File: config.mk
export PLATFORM = sky130hd
export DESIGN_NAME = bloom_filter_engine
export DESIGN_NICKNAME = d
export VERILOG_FILES = /design/src/rtl/bloom_pkg.sv /design/src/rtl/bloom_idx_mux.sv /design/src/rtl/bloom_filter_engine.sv
export SDC_FILE = /design/constraint.sdc
export NUM_CORES = 1
export LEC_CHECK = 0
export CAP_MARGIN = 20
export CORE_ASPECT_RATIO = 0.6
export CORE_MARGIN = 1.5
export CORE_UTILIZATION = 60
export CTS_BUF_LIST = sky130_fd_sc_hd__clkbuf_8 sky130_fd_sc_hd__clkbuf_16
export DETAILED_ROUTE_END_ITERATION = 10
export PLACE_DENSITY = 0.78
export SYNTH_ARGS = -nofsm -noshare
export SYNTH_HDL_FRONTEND = slang
export SYNTH_SLANG_ARGS = --single-unit
File: constraint.sdc
create_clock -name clk -period 5.55 [get_ports clk]
set_clock_uncertainty 0.1 [all_clocks]
set_input_delay 1.11 -clock clk [delete_from_list [all_inputs] [get_ports clk]]
set_output_delay 1.11 -clock clk [all_outputs]
set_load 0.005 [all_outputs]
File: src/rtl/bloom_pkg.sv
// Shared types and constants for the Bloom filter engine and its index mux.
package bloom_pkg;

    localparam int HIT_CNT_W = 16;
    localparam int OP_W      = 2;

    typedef enum logic [OP_W-1:0] {
        OP_QUERY  = 2'd0,
        OP_INSERT = 2'd1,
        OP_CLEAR  = 2'd2,
        OP_RSVD   = 2'd3
    } bloom_op_e;

    typedef enum logic [1:0] {
        ST_IDLE  = 2'd0,
        ST_PROBE = 2'd1,
        ST_RESP  = 2'd2
    } bloom_state_e;

endpackage

File: src/rtl/bloom_idx_mux.sv
// Combinational pick of bit index j out of the latched packed index vector.
module bloom_idx_mux #(
    parameter int K     = 3,
    parameter int IDX_W = 8,
    parameter int CNT_W = 2
) (
    input  logic [K*IDX_W-1:0] idx_vec_i,
    input  logic [CNT_W-1:0]   sel_i,
    output logic [IDX_W-1:0]   idx_o
);

    always_comb begin
        idx_o = idx_vec_i[IDX_W-1:0];
        for (int j = 1; j < K; j++) begin
            if (sel_i == CNT_W'(j)) begin
                idx_o = idx_vec_i[j*IDX_W +: IDX_W];
            end
        end
    end

endmodule

File: src/rtl/bloom_filter_engine.sv
// Bloom filter engine: one-bit-per-cycle probe/insert over a BL_SIZE flop array.
// Optional statistics outputs (occupancy, hit_count) enabled by BLOOM_STATS_EN.
module bloom_filter_engine
    import bloom_pkg::*;
#(
    parameter int  BL_SIZE = 256,
    parameter int  K       = 3,
    localparam int IDX_W   = $clog2(BL_SIZE)
) (
    input  logic                 clk,
    input  logic                 rst_n,
    input  logic                 req_valid,
    output logic                 req_ready,
    input  logic [OP_W-1:0]      req_op,
    input  logic [K*IDX_W-1:0]   req_idx,
    output logic                 rsp_valid,
    input  logic                 rsp_ready,
    output logic                 rsp_match,
    output logic [OP_W-1:0]      rsp_op,
    output logic                 busy
`ifdef BLOOM_STATS_EN
    ,
    output logic [IDX_W:0]       occupancy,
    output logic [HIT_CNT_W-1:0] hit_count
`endif
);

    localparam int CNT_W = (K > 1) ? $clog2(K) : 1;

    bloom_state_e       state_q;
    bloom_op_e          op_q;
    logic [K*IDX_W-1:0] idx_q;
    logic [CNT_W-1:0]   cnt_q;
    logic               match_q;
    logic [BL_SIZE-1:0] bits_q;
    logic               rsp_valid_q;
    logic               rsp_match_q;

    logic [IDX_W-1:0]   cur_idx;
    logic               cur_bit;
    logic               last_probe;

    bloom_idx_mux #(
        .K     (K),
        .IDX_W (IDX_W),
        .CNT_W (CNT_W)
    ) u_idx_mux (
        .idx_vec_i (idx_q),
        .sel_i     (cnt_q),
        .idx_o     (cur_idx)
    );

    // Probe reads the array before this cycle's insert write lands.
    assign cur_bit    = bits_q[cur_idx];
    assign last_probe = (cnt_q == CNT_W'(K - 1));

    assign req_ready = (state_q == ST_IDLE);
    assign busy      = (state_q != ST_IDLE);
    assign rsp_valid = rsp_valid_q;
    assign rsp_match = rsp_match_q;
    assign rsp_op    = op_q;

    always_ff @(posedge clk or negedge rst_n) begin
        if (!rst_n) begin
            state_q     <= ST_IDLE;
            op_q        <= OP_QUERY;
            idx_q       <= '0;
            cnt_q       <= '0;
            match_q     <= 1'b0;
            bits_q      <= '0;
            rsp_valid_q <= 1'b0;
            rsp_match_q <= 1'b0;
        end else begin
            unique case (state_q)
                ST_IDLE: begin
                    if (req_valid) begin
                        op_q        <= bloom_op_e'(req_op);
                        idx_q       <= req_idx;
                        cnt_q       <= '0;
                        match_q     <= 1'b1;
                        rsp_match_q <= 1'b0;
                        if (req_op == OP_QUERY || req_op == OP_INSERT) begin
                            state_q <= ST_PROBE;
                        end else begin
                            if (req_op == OP_CLEAR) begin
                                bits_q <= '0;
                            end
                            rsp_valid_q <= 1'b1;
                            state_q     <= ST_RESP;
                        end
                    end
                end
                ST_PROBE: begin
                    match_q <= match_q & cur_bit;
                    if (op_q == OP_INSERT) begin
                        bits_q[cur_idx] <= 1'b1;
                    end
                    if (last_probe) begin
                        rsp_valid_q <= 1'b1;
                        rsp_match_q <= match_q & cur_bit;
                        state_q     <= ST_RESP;
                    end else begin
                        cnt_q <= cnt_q + CNT_W'(1);
                    end
                end
                ST_RESP: begin
                    if (rsp_ready) begin
                        rsp_valid_q <= 1'b0;
                        state_q     <= ST_IDLE;
                    end
                end
                default: state_q <= ST_IDLE;
            endcase
        end
    end

`ifdef BLOOM_STATS_EN
    logic [IDX_W:0]       occ_q;
    logic [HIT_CNT_W-1:0] hit_q;

    assign occupancy = occ_q;
    assign hit_count = hit_q;

    // Occupancy tracks only 0->1 transitions so repeated inserts do not inflate it.
    always_ff @(posedge clk or negedge rst_n) begin
        if (!rst_n) begin
            occ_q <= '0;
            hit_q <= '0;
        end else if (state_q == ST_IDLE && req_valid && req_op == OP_CLEAR) begin
            occ_q <= '0;
            hit_q <= '0;
        end else begin
            if (state_q == ST_PROBE && op_q == OP_INSERT && !cur_bit) begin
                occ_q <= occ_q + (IDX_W + 1)'(1);
            end
            if (state_q == ST_RESP && rsp_ready && op_q == OP_QUERY &&
                rsp_match_q && hit_q != '1) begin
                hit_q <= hit_q + HIT_CNT_W'(1);
            end
        end
    end
`endif

endmodule

# Word-level counts from Yosys, hierarchy flattened
# Index checks and enable logic that the tools add are counted.
# classes
bitwise	2
n_eq_ne	14
n_mux	29
reduce_logical	14
n_addsub	1
order_cmp	2
# op_table
operator	n
256-bit 2-to-1 mux	4
256-bit case mux with 2 select lines	1
256-bit bitwise OR	1
8-bit 2-to-1 mux	2
2-bit 2-to-1 mux	6
2-bit inequality test, second input constant	6
5-bit AND reduction	2
8-bit by 9-bit < comparator with 1-bit output, second input constant	1
1-bit 2-to-1 mux	9
3-bit AND reduction	3
1-bit binary-select mux with 8-bit select	1
1-bit demux with 8-bit select	1
2-bit by 1-bit equality test with 1-bit output, second input constant	4
8-bit by 1-bit >= comparator with 1-bit output, second input constant	1
2-bit equality test, second input constant	3
2-bit case mux with 3 select lines	1
2-bit logical NOT	2
1-bit case mux with 2 select lines	2
2-bit case mux with 2 select lines	1
2-bit AND reduction	2
2-bit nonzero test	2
1-bit case mux with 3 select lines	1
3-bit nonzero test	1
2-bit by 1-bit adder with 2-bit output, second input constant	1
4 further kinds	4
# word_totals
regBits	289
input_bits	30

# Depth between registers and ports, before layout
# Gate-level depths: netlist of run 1.
# depth
depth_word	10
mapped_depth	16
ltp_nobuf	12

# Hierarchy
# A second synthesis of run 1 with hierarchy kept.
# unflattened
cells_unflattened	1173
hier_area_um2	13068.8
# modules_own_cells
module	cells_per_inst	instances	area_per_inst_um2	seq_area_each_um2
bloom_filter_engine	1146	1	12792.3	7231.9
bloom_idx_mux	27	1	276.5	0.0

# Worst setup path before layout of run 1
# OpenSTA, ideal clock, no wires.
# synth_path
kind	reg2reg
startpoint	register cnt_q[1]
endpoint	register rsp_match_q (netlist: rsp_match)
arrival_ns	2.782
slack_ns	2.548
path_buffers	3
path_stages_with_launch	16
path_cell_list	dfrtp_1 -> inv_1 -> ha_1 -> buf_6 -> mux2_4 -> o21a_1 -> buf_6 -> buf_8 -> a21oi_2 -> a32oi_1 -> a22oi_1 -> a21oi_1 -> or4_1 -> nand3_1 -> nand3_1 -> a41o_1
# synth_between
elab_chain_len	8
word_cells_on_any_way	11
# synth_lines
item	line	source
from (decl)	bloom_filter_engine.sv:33	logic [CNT_W-1:0] cnt_q;
from (signal assigned)	bloom_filter_engine.sv:103	cnt_q <= cnt_q + CNT_W'(1);
2-bit by 1-bit equality test with 1-bit output	bloom_idx_mux.sv:15	if (sel_i == CNT_W'(j)) begin
8-bit 2-to-1 mux (2 in series)	bloom_idx_mux.sv:15	
1-bit binary-select mux with 8-bit select	bloom_filter_engine.sv:54	assign cur_bit = bits_q[cur_idx];
1-bit 2-to-1 mux (not written as such)	bloom_filter_engine.sv:54	
1-bit bitwise AND	bloom_filter_engine.sv:100	rsp_match_q <= match_q & cur_bit;
1-bit 2-to-1 mux	bloom_filter_engine.sv:98	if (last_probe) begin
1-bit case mux with 2 select lines	bloom_filter_engine.sv:74	unique case (state_q)
to (signal assigned)	bloom_filter_engine.sv:100	
to (decl)	bloom_filter_engine.sv:37	logic rsp_match_q;
# Several ways; a longest one is shown, not always the timed one. The select of a mux whose other input is x is not followed.
# A chain may end at the register's enable or synchronous reset.

# Worst setup path in the final report of run 1
# layout_path
startpoint	register cnt_q[0]
endpoint	register rsp_match_q (netlist: rsp_match)
# Same word-level chain as after synthesis.

==> impl_metrics.py, run 1 <==
metrics = {
    "timing": {
        "finalHoldViolations": 0,
        "max-slew-margin-rel": 0.131,
        "setup_repair_after_global_routing_missed_its_margin": "false",
        "timing.setup.tns_ps": 0,
        "post-route-period-util": 0.847,
        "achievable-frequency_mhz": 213,
        "report.final.setup_viol": 0,
        "timing_worst_slew_pin_value_ps": 1300,
        "post-route-min-period_ps": 4700,
        "final_max_slew_viol_count": 0,
        "final.hold.worst_slack_ps": 395,
    },
    "clocking": {
        "cts_max_level": 1,
        "hold_buffers": 0,
        "numCtsBuffers": 27,
        "tritoncts": "built",
        "post_cts_resize_count": 0,
        "clkTransAtPathRegs_ps": 70,
        "post_cts_setup_buffer_count": 0,
        "tritoncts_num_sinks": 289,
        "clk_path_buf_depth": 3,
        "cts-root-buf": "clkbuf_16",
        "clock_latency_reported_for_the_late_side_of_the_worst_skew_pair_ps": 550,
    },
    "setup_path": {
        "critical-path-top-cell-by-count": "a21oi_1",
        "cp.required_ps": 5900,
        "timing.critical_path.to_type": "register",
        "critPathBufInv": 2,
        "worst_path_max_delay_cell": "ha_1",
        "worstPathMaxFanout": 70,
        "critical-path-top-delay-family": "compound AO/OA/AOI/OAI gates",
        "timing.setup.critical_path_class": "reg -> reg",
        "slowest_cell_delay_on_critical_path_ps": 910,
        "worstPathArrival_ps": 5050,
        "worstPathCellList": "inv_1 -> ha_1 -> nand2b_1 -> o21a_4 -> buf_12 -> a21oi_1 -> a21oi_1 -> a22oi_1 -> a21oi_1 -> a2111oi_0 -> o22a_1 -> nand3_1 -> a41o_1",
        "worst_setup_path_start_kind": "register",
    },
    "power_and_ir_drop": {
        "ir_drop_v": 0.000486,
        "power_density_nw_per_um2": 622,
        "power.leakage_nw": 6.86,
    },
    "route": {
        "routed-via-count": 11500,
        "ant_nets": 0,
        "detailedRoute.firstPassIterationCount": 10,
        "residual_drc_count": 4,
        "viasPerCell": 6.49,
        "drt_iter0_markers": 1659,
        "wl_per_cell_um": 21.6,
        "drt_wl_total_um": 38500,
    },
    "die": {
        "initial_utilization": 0.617,
        "io_pins": 36,
        "number_of_rows_in_the_core_area": 41,
        "design.core.area_sq_um": 21200,
        "dieArea_sq_um": 22700,
        "die-width_um": 194,
        "height_of_the_die_um": 117,
    },
    "layout": {
        "multiInputGateArea_sq_um": 5320,
        "seq_area_sq_um": 7230,
        "synthToLayoutAreaGrowth_pct": 11.7,
        "final_layout_size_suffix_gt1_frac": 0.0879,
        "filler_cell_count": 1705,
        "stdcell_count": 1780,
        "antennaDiodeCount": 0,
        "fin_nets": 1513,
    },
    "global_routing": {
        "grt_use_total": 0.341,
        "wire_length_of_the_first_global_routing_pass_um": 61100,
        "grt_remaining_overflow": 0,
        "first_global_vias": 10800,
        "initial_antenna_violation_count": 0,
        "grt_max_degree": 257,
    },
    "hold_path": {
        "holdCritPathClass": "reg -> reg",
    },
    "place": {
        "buffer_ports.inserted": 35,
        "dpl.hpwl_um": 23200,
        "post-place-cells": 1722,
        "place_congestion": 0.921,
    },
    "synth": {
        "postSynth.asyncResetShare": 1.00,
        "synth.yosys.warnings": 0,
        "syn_area_sq_um": 13100,
        "syn_avg_cell_area_sq_um": 8.80,
        "netlist_instances": 1486,
        "synth_edf_count": 0,
        "synth.net_count": 1518,
        "post_synth_num_cell_types": 43,
        "synth_seq_cells": 289,
        "seq_area_frac_synth": 0.553,
        "ys_dominant_reg_cell": "dfrtp_1",
    },
    "outcome": {
        "outcome": "finished with violations",
        "failed_checks": "DRC",
    },
    "run": {
        "cap_violations": 0,
    },
}
[cell families after synthesis]
group / after synthesis / synth area share
DFF: 289 / 0.553
muxes: 36 / 0.0305
buffers and inverters: 120 / 0.0440
and+or+nand+nor: 576 / 0.172
AOI/OAI and AO/OA: 463 / 0.198
adders and majority gates: 2 / 0.00191
[path summary, 6_finish.rpt]
kind	startpoint	end	slack, ps	cells after the start
max in group asynchronous	rst_n	bits_q[83]$_DFFE_PN0P_	3510	2
min	bits_q[32]$_DFFE_PN0P_	bits_q[32]$_DFFE_PN0P_	400	2
max	cnt_q[0]$_DFFE_PN0P_	rsp_match$_DFFE_PN0P_	850	13
min reg2reg	bits_q[32]$_DFFE_PN0P_	bits_q[32]$_DFFE_PN0P_	400	2
min in group asynchronous	rst_n	idx_q[8]$_DFFE_PN0P_	470	1
max reg2reg	cnt_q[0]$_DFFE_PN0P_	rsp_match$_DFFE_PN0P_	850	13
[routing by layer]
metal  vias up  global-route usage  wire, um
li1       5064                   -         -
met5         -             0.00218         0
met1      5670               0.527     16700
met3       110              0.0923      5020
met4         0              0.0881      1090
met2       704               0.471     15700
[report_power, final]
group / internal (mW) / switching, mW / total, mW / leakage (nW)
clock network: 1.12 / 0.827 / 1.95 / 0.474
logic: 1.25 / 3.26 / 4.51 / 2.42
registers: 2.42 / 0.203 / 2.62 / 3.97
total: 4.79 / 4.29 / 9.08 / 6.86
[cell usage after synthesis (7+ instances only)]
cell / instances / area [sq um]
a21oi_1: 369 / 1850
a221oi_1: 14 / 123
a22oi_1: 16 / 120
a31oi_1: 7 / 43.8
a32oi_1: 19 / 166
buf_2: 31 / 155
buf_6: 9 / 101
clkbuf_1: 69 / 259
dfrtp_1: 289 / 7230
mux2_2: 27 / 304
mux2i_1: 8 / 80.1
nand2_1: 215 / 807
nand3_1: 32 / 160
nor2_1: 302 / 1130
nor3_1: 16 / 80.1
o21a_1: 8 / 60.1
[cell type report]
class	count	share of cell area
tap	279	0.0239
timing repair buffer	82	0.0524
multi-input combinational	1077	0.364
inverter	4	0.00103
clock inverter	15	0.0104
sequential	289	0.495
clock buffer	34	0.0529
[through the flow]
step           worst slack, ps   util  power (mW)  instance area [sq um]
2_1_floorplan             2550      -        5.55                  13100
3_3_place_gp              1290  0.642        6.82                  13600
3_5_place_dp              1180  0.642        6.88                  13600
4_1_cts                   1040  0.686        8.83                  14500
5_1_grt                    649  0.689        9.46                  14600
6_report                   848  0.689        9.08                  14600
[state kept, by name, summed over array words and instances (netlist names)]
signal	cells
match_q	1
idx_q	24
cnt_q	2
rsp_valid	1
bits_q	256
state_q	2
rsp_match	1
rsp_op	2
[cell usage in the layout (no fill, tap or decap), types with 11 or more instances in the layout]
master,netlist,final
a21oi_1,369,369
nor2_1,302,301
dfrtp_1,289,289
nand2_1,215,215
buf_4,2,41
clkdlybuf4s50_1,0,34
nand3_1,32,32
mux2_2,27,27
clkbuf_16,0,27
a32oi_1,19,19
a22oi_1,16,16
a221oi_1,14,14
nor3_1,16,11
[worst min-delay path, stage by stage (launching register included)]
cell     delay (ps)
dfrtp_1         340
a21oi_1          40
nor2_1           70
Note: power is estimated with default switching activity, not from simulation.
==> inputs of run 2 (changes only) <==
--- a/config.mk
+++ b/config.mk
@@ -8,10 +8,10 @@
 export CAP_MARGIN = 20
 export CORE_ASPECT_RATIO = 0.6
 export CORE_MARGIN = 1.5
-export CORE_UTILIZATION = 60
+export CORE_UTILIZATION = 56
 export CTS_BUF_LIST = sky130_fd_sc_hd__clkbuf_8 sky130_fd_sc_hd__clkbuf_16
 export DETAILED_ROUTE_END_ITERATION = 10
-export PLACE_DENSITY = 0.78
+export PLACE_DENSITY = 0.76
 export SYNTH_ARGS = -nofsm -noshare
 export SYNTH_HDL_FRONTEND = slang
 export SYNTH_SLANG_ARGS = --single-unit
==> constraint.sdc (replaced) <==
create_clock -name clk -period 4.3 [get_ports clk]
set_clock_uncertainty 0.1 [all_clocks]
set_input_delay 0.86 -clock clk [delete_from_list [all_inputs] [get_ports clk]]
set_output_delay 0.86 -clock clk [all_outputs]
set_load 0.005 [all_outputs]
==> impl_metrics.py, run 2 (same netlist as run 1, synthesis figures left out) <==
metrics = {
    "outcome": {
        "outcome": "complete, no violations",
    },
    "global_routing": {
        "grt_max_degree": 146,
        "initial_antenna_violation_count": 0,
        "wire_length_of_the_first_global_routing_pass_um": 62600,
        "first_global_vias": 10900,
        "grt_remaining_overflow": 0,
        "grt_use_total": 0.330,
    },
    "place": {
        "buffer_ports.inserted": 35,
        "place_congestion": 0.921,
        "dpl.hpwl_um": 23800,
        "post-place-cells": 1788,
    },
    "run": {
        "cap_violations": 0,
    },
    "layout": {
        "synthToLayoutAreaGrowth_pct": 14.3,
        "stdcell_count": 1837,
        "final_layout_size_suffix_gt1_frac": 0.103,
        "largestRegisters": "bits_q (256), idx_q (24)",
        "layout_common_cells": "369 x a21oi_1, 302 x nor2_1, 289 x dfrtp_1",
        "fin_nets": 1534,
        "most_flops_register": "bits_q",
        "finalCoreUtilization": 0.649,
        "layout_commonest_cell": "a21oi_1",
        "antennaDiodeCount": 0,
        "largest_register_ff_count": 256,
    },
    "clocking": {
        "cts-root-buf": "clkbuf_16",
        "cts_max_level": 1,
        "clock_latency_reported_for_the_late_side_of_the_worst_skew_pair_ps": 560,
        "hold_buffers": 0,
        "tritoncts": "built",
        "clk_path_buf_depth": 3,
        "tritoncts_num_sinks": 289,
        "post_cts_resize_count": 0,
        "clkTransAtPathRegs_ps": 70,
        "post_cts_setup_buffer_count": 0,
        "numCtsBuffers": 27,
    },
    "timing": {
        "post-route-min-period_ps": 4020,
        "max-slew-margin-rel": 0.187,
        "achievable-frequency_mhz": 248,
        "setup_repair_after_global_routing_missed_its_margin": "false",
        "final_max_slew_viol_count": 0,
        "report.final.setup_viol": 0,
        "timing_worst_slew_pin_value_ps": 1220,
        "finalHoldViolations": 0,
        "post-route-period-util": 0.936,
        "timing.setup.tns_ps": 0,
    },
    "route": {
        "detailedRoute.firstPassIterationCount": 6,
        "routed-via-count": 11500,
        "wl_per_cell_um": 21.2,
        "residual_drc_count": 0,
        "drt_wl_total_um": 38900,
        "viasPerCell": 6.29,
        "ant_nets": 0,
        "drt_iter0_markers": 1502,
    },
    "power_and_ir_drop": {
        "power.leakage_nw": 7.00,
        "ir_drop_v": 0.000585,
        "power_density_nw_per_um2": 800,
    },
    "die": {
        "io_pins": 36,
        "number_of_rows_in_the_core_area": 43,
        "initial_utilization": 0.568,
        "height_of_the_die_um": 121,
        "dieArea_sq_um": 24300,
        "design.core.area_sq_um": 23000,
        "die-width_um": 200,
    },
    "setup_path": {
        "worst-r2r-setup-slack_ps": 280,
        "worst_setup_path_start_kind": "register",
        "timing.critical_path.to_type": "register",
        "worstPathMaxFanout": 11,
        "cp.required_ps": 4700,
        "timing.setup.critical_path_class": "reg -> reg",
        "worstPathArrival_ps": 4420,
    },
    "hold_path": {
        "holdCritPathClass": "in -> async",
    },
}
==> run 2: changes by cell type in the layout (fill, tap and decap cells not counted), sizes merged <==
cell | before | now
bufinv | 3 | 5
inv | 11 | 7
clkinv | 3 | 2
clkbuf | 34 | 35
buf | 48 | 69
clkinvlp | 2 | 4
==> run 2: final timing paths <==
path                                                end                   start  depth (start not counted)
max in group asynchronous       bits_q[234]$_DFFE_PN0P_                   rst_n                          2
worst min-delay path              idx_q[15]$_DFFE_PN0P_                   rst_n                          1
worst max register to register    rsp_match$_DFFE_PN0P_    cnt_q[1]$_DFFE_PN0P_                         11
worst max-delay path              rsp_match$_DFFE_PN0P_    cnt_q[1]$_DFFE_PN0P_                         11
worst min register to register   bits_q[98]$_DFFE_PN0P_  bits_q[98]$_DFFE_PN0P_                          2
min in group clk                 bits_q[98]$_DFFE_PN0P_  bits_q[98]$_DFFE_PN0P_                          2
==> run 2: critical path, cell delays in order, from the launching register on <==
cell and delay, ps:
dfrtp_1 410, inv_1 100, ha_1 470, mux2i_1 300, o21ai_1 260, nor2_1 1010
a32oi_1 280, a21oi_1 340, nor4_1 120, o22a_1 230, nand3_1 150, a41o_1 180
==> run 2: routing by layer <==
layer,track usage,vias up,share of wire
li1,-,5102,-
met5,0,-,0
met3,0.0994,89,0.13
met2,0.462,706,0.41
met4,0.0990,0,0.028
met1,0.491,5650,0.43
==> run 2: metrics by stage <==
step | power, mW | setup WS, ps | hold slack, ps | area, sq um
3_3_place_gp | 8.97 | 622 | 376 | 13900
4_1_cts | 11.8 | 439 | 280 | 14900
3_5_place_dp | 9.07 | 492 | 382 | 13900
5_1_grt | 12.5 | 39.0 | 308 | 14900
6_report | 12.0 | 275 | 237 | 14900
2_1_floorplan | 7.16 | 1300 | 362 | 13100
==> run 2: final cells by class <==
class | count | area, sq um
inverters | 4 | 15.0
clock buffers | 35 | 786
repair buffers | 103 | 991
flip-flops and latches | 289 | 7230
multi-input cells | 1077 | 5310
well taps | 315 | 394
fillers | 1903 | 8080
clock inverters | 14 | 214
==> run 2: power breakdown <==
part / internal (mW) / switching, mW / total [mW]
combinational: 1.77 / 4.12 / 5.89
clock: 1.59 / 1.08 / 2.67
sequential: 3.12 / 0.271 / 3.40
==> inputs of run 3 (changes only) <==
--- a/config.mk
+++ b/config.mk
@@ -8,10 +8,9 @@
 export CAP_MARGIN = 20
 export CORE_ASPECT_RATIO = 0.6
 export CORE_MARGIN = 1.5
-export CORE_UTILIZATION = 56
+export CORE_UTILIZATION = 28
 export CTS_BUF_LIST = sky130_fd_sc_hd__clkbuf_8 sky130_fd_sc_hd__clkbuf_16
 export DETAILED_ROUTE_END_ITERATION = 10
-export PLACE_DENSITY = 0.76
 export SYNTH_ARGS = -nofsm -noshare
 export SYNTH_HDL_FRONTEND = slang
 export SYNTH_SLANG_ARGS = --single-unit
==> impl_metrics.py, run 3 (same netlist as run 1, synthesis figures left out) <==
metrics = {
    "clocking": {
        "post_cts_setup_buffer_count": 0,
        "tritoncts_num_sinks": 289,
        "clk_path_buf_depth": 3,
        "cts-root-buf": "clkbuf_16",
        "hold_buffers": 0,
        "cts_max_level": 1,
        "numCtsBuffers": 26,
        "clock_latency_reported_for_the_late_side_of_the_worst_skew_pair_ps": 550,
        "tritoncts": "built",
        "clkTransAtPathRegs_ps": 60,
        "post_cts_resize_count": 0,
    },
    "setup_path": {
        "reg2regPathDepth": 14,
        "worstPathArrival_ps": 4370,
        "timing.setup.critical_path_class": "reg -> reg",
        "worstPathMaxFanout": 41,
        "timing.critical_path.to_type": "register",
        "cp.required_ps": 4640,
        "worst_setup_path_start_kind": "register",
    },
    "outcome": {
        "outcome": "complete, no violations",
    },
    "layout": {
        "final_layout_size_suffix_gt1_frac": 0.119,
        "layout_common_cells": "369 x a21oi_1, 302 x nor2_1, 289 x dfrtp_1",
        "antennaDiodeCount": 0,
        "multiInputGateArea_sq_um": 5310,
        "most_flops_register": "bits_q",
        "synthToLayoutAreaGrowth_pct": 17.9,
        "finalCoreUtilization": 0.334,
        "seq_area_sq_um": 7230,
        "filler_cell_count": 4745,
        "fin_nets": 1567,
        "largestRegisters": "bits_q (256), idx_q (24)",
        "largest_register_ff_count": 256,
        "final_cell_area_sq_um": 15400,
        "layout_commonest_cell": "a21oi_1",
    },
    "route": {
        "viasPerCell": 5.27,
        "routed-via-count": 11500,
        "drt_wl_total_um": 42000,
        "detailedRoute.firstPassIterationCount": 5,
        "residual_drc_count": 0,
        "wl_per_cell_um": 19.2,
        "drt_iter0_markers": 1487,
        "ant_nets": 0,
    },
    "timing": {
        "finalHoldViolations": 0,
        "timing_worst_slew_pin_value_ps": 1070,
        "achievable-frequency_mhz": 248,
        "max-slew-margin-rel": 0.285,
        "timing.setup.tns_ps": 0,
        "report.final.setup_viol": 0,
        "post-route-period-util": 0.938,
        "post-route-min-period_ps": 4030,
        "final.hold.worst_slack_ps": 209,
        "final_max_slew_viol_count": 0,
        "setup_repair_after_global_routing_missed_its_margin": "false",
    },
    "global_routing": {
        "grt_use_total": 0.176,
        "grt_remaining_overflow": 0,
        "first_global_vias": 10800,
        "initial_antenna_violation_count": 0,
        "grt_max_degree": 83,
        "wire_length_of_the_first_global_routing_pass_um": 65400,
    },
    "run": {
        "cap_violations": 0,
    },
    "power_and_ir_drop": {
        "power_density_nw_per_um2": 791,
        "power.leakage_nw": 7.12,
        "fin_total_pwr_mw": 12.2,
        "ir_drop_v": 0.000485,
    },
    "die": {
        "number_of_rows_in_the_core_area": 61,
        "height_of_the_die_um": 170,
        "die-width_um": 282,
        "dieArea_sq_um": 48000,
        "io_pins": 36,
        "design.core.area_sq_um": 46200,
        "initial_utilization": 0.283,
    },
    "place": {
        "dpl.hpwl_um": 27900,
        "place_congestion": 0.865,
        "place_area_sq_um": 14600,
        "buffer_ports.inserted": 35,
    },
    "hold_path": {
        "holdCritPathClass": "in -> async",
    },
}
run 3: cell type report:
type	instances	share of cell area
timing repair buffer	137	0.0786
clock inverter	13	0.00722
multi-input combinational	1077	0.345
sequential	289	0.469
clock buffer	32	0.0483
inverter	4	0.000974
tap	630	0.0511
run 3: critical path: stages (launching register included):
cell and delay [ps]:
dfrtp_1 400, inv_1 80, ha_1 360, mux2_4 360, o21a_4 370, buf_4 350
a21oi_1 190, nand2_1 60, a32oi_1 250, a31oi_1 180, nor4_1 470, buf_4 220
o22a_1 150, nand3_1 80, a41o_1 240
run 3: layer usage:
layer  vias to the layer above  part of all wire  track usage  wire length, um
met5                         -                 0            0                0
met4                         0             0.021       0.0390              863
met3                        67              0.10       0.0434             4330
met2                       532              0.39        0.233            16400
met1                      5728              0.49        0.280            20400
li1                       5168                 -            -                -
run 3: path summary, 6_finish.rpt:
path,startpoint,to,slack (ps)
hold / removal,rst_n,bits_q[206]$_DFFE_PN0P_,210
setup / recovery,cnt_q[1]$_DFFE_PN0P_,rsp_match$_DFFE_PN0P_,270
setup reg to reg,cnt_q[1]$_DFFE_PN0P_,rsp_match$_DFFE_PN0P_,270
min in group clk,bits_q[29]$_DFFE_PN0P_,bits_q[29]$_DFFE_PN0P_,390
hold reg to reg,bits_q[29]$_DFFE_PN0P_,bits_q[29]$_DFFE_PN0P_,390
max in group asynchronous,rst_n,bits_q[47]$_DFFE_PN0P_,2920
run 3: metrics by stage:
step | setup WS, ps | instances
floorplan | 1300 | 1486
global placement | 342 | 2136
detailed placement | 299 | 2136
CTS | 281 | 2181
global route | 8.86 | 2182
finish | 266 | 2182
run 3: power by group:
group	switching, mW	internal [mW]	leakage, nW
Sequential	0.263	3.12	3.97
Combinational	4.42	2.01	2.71
Clock	1.04	1.34	0.444
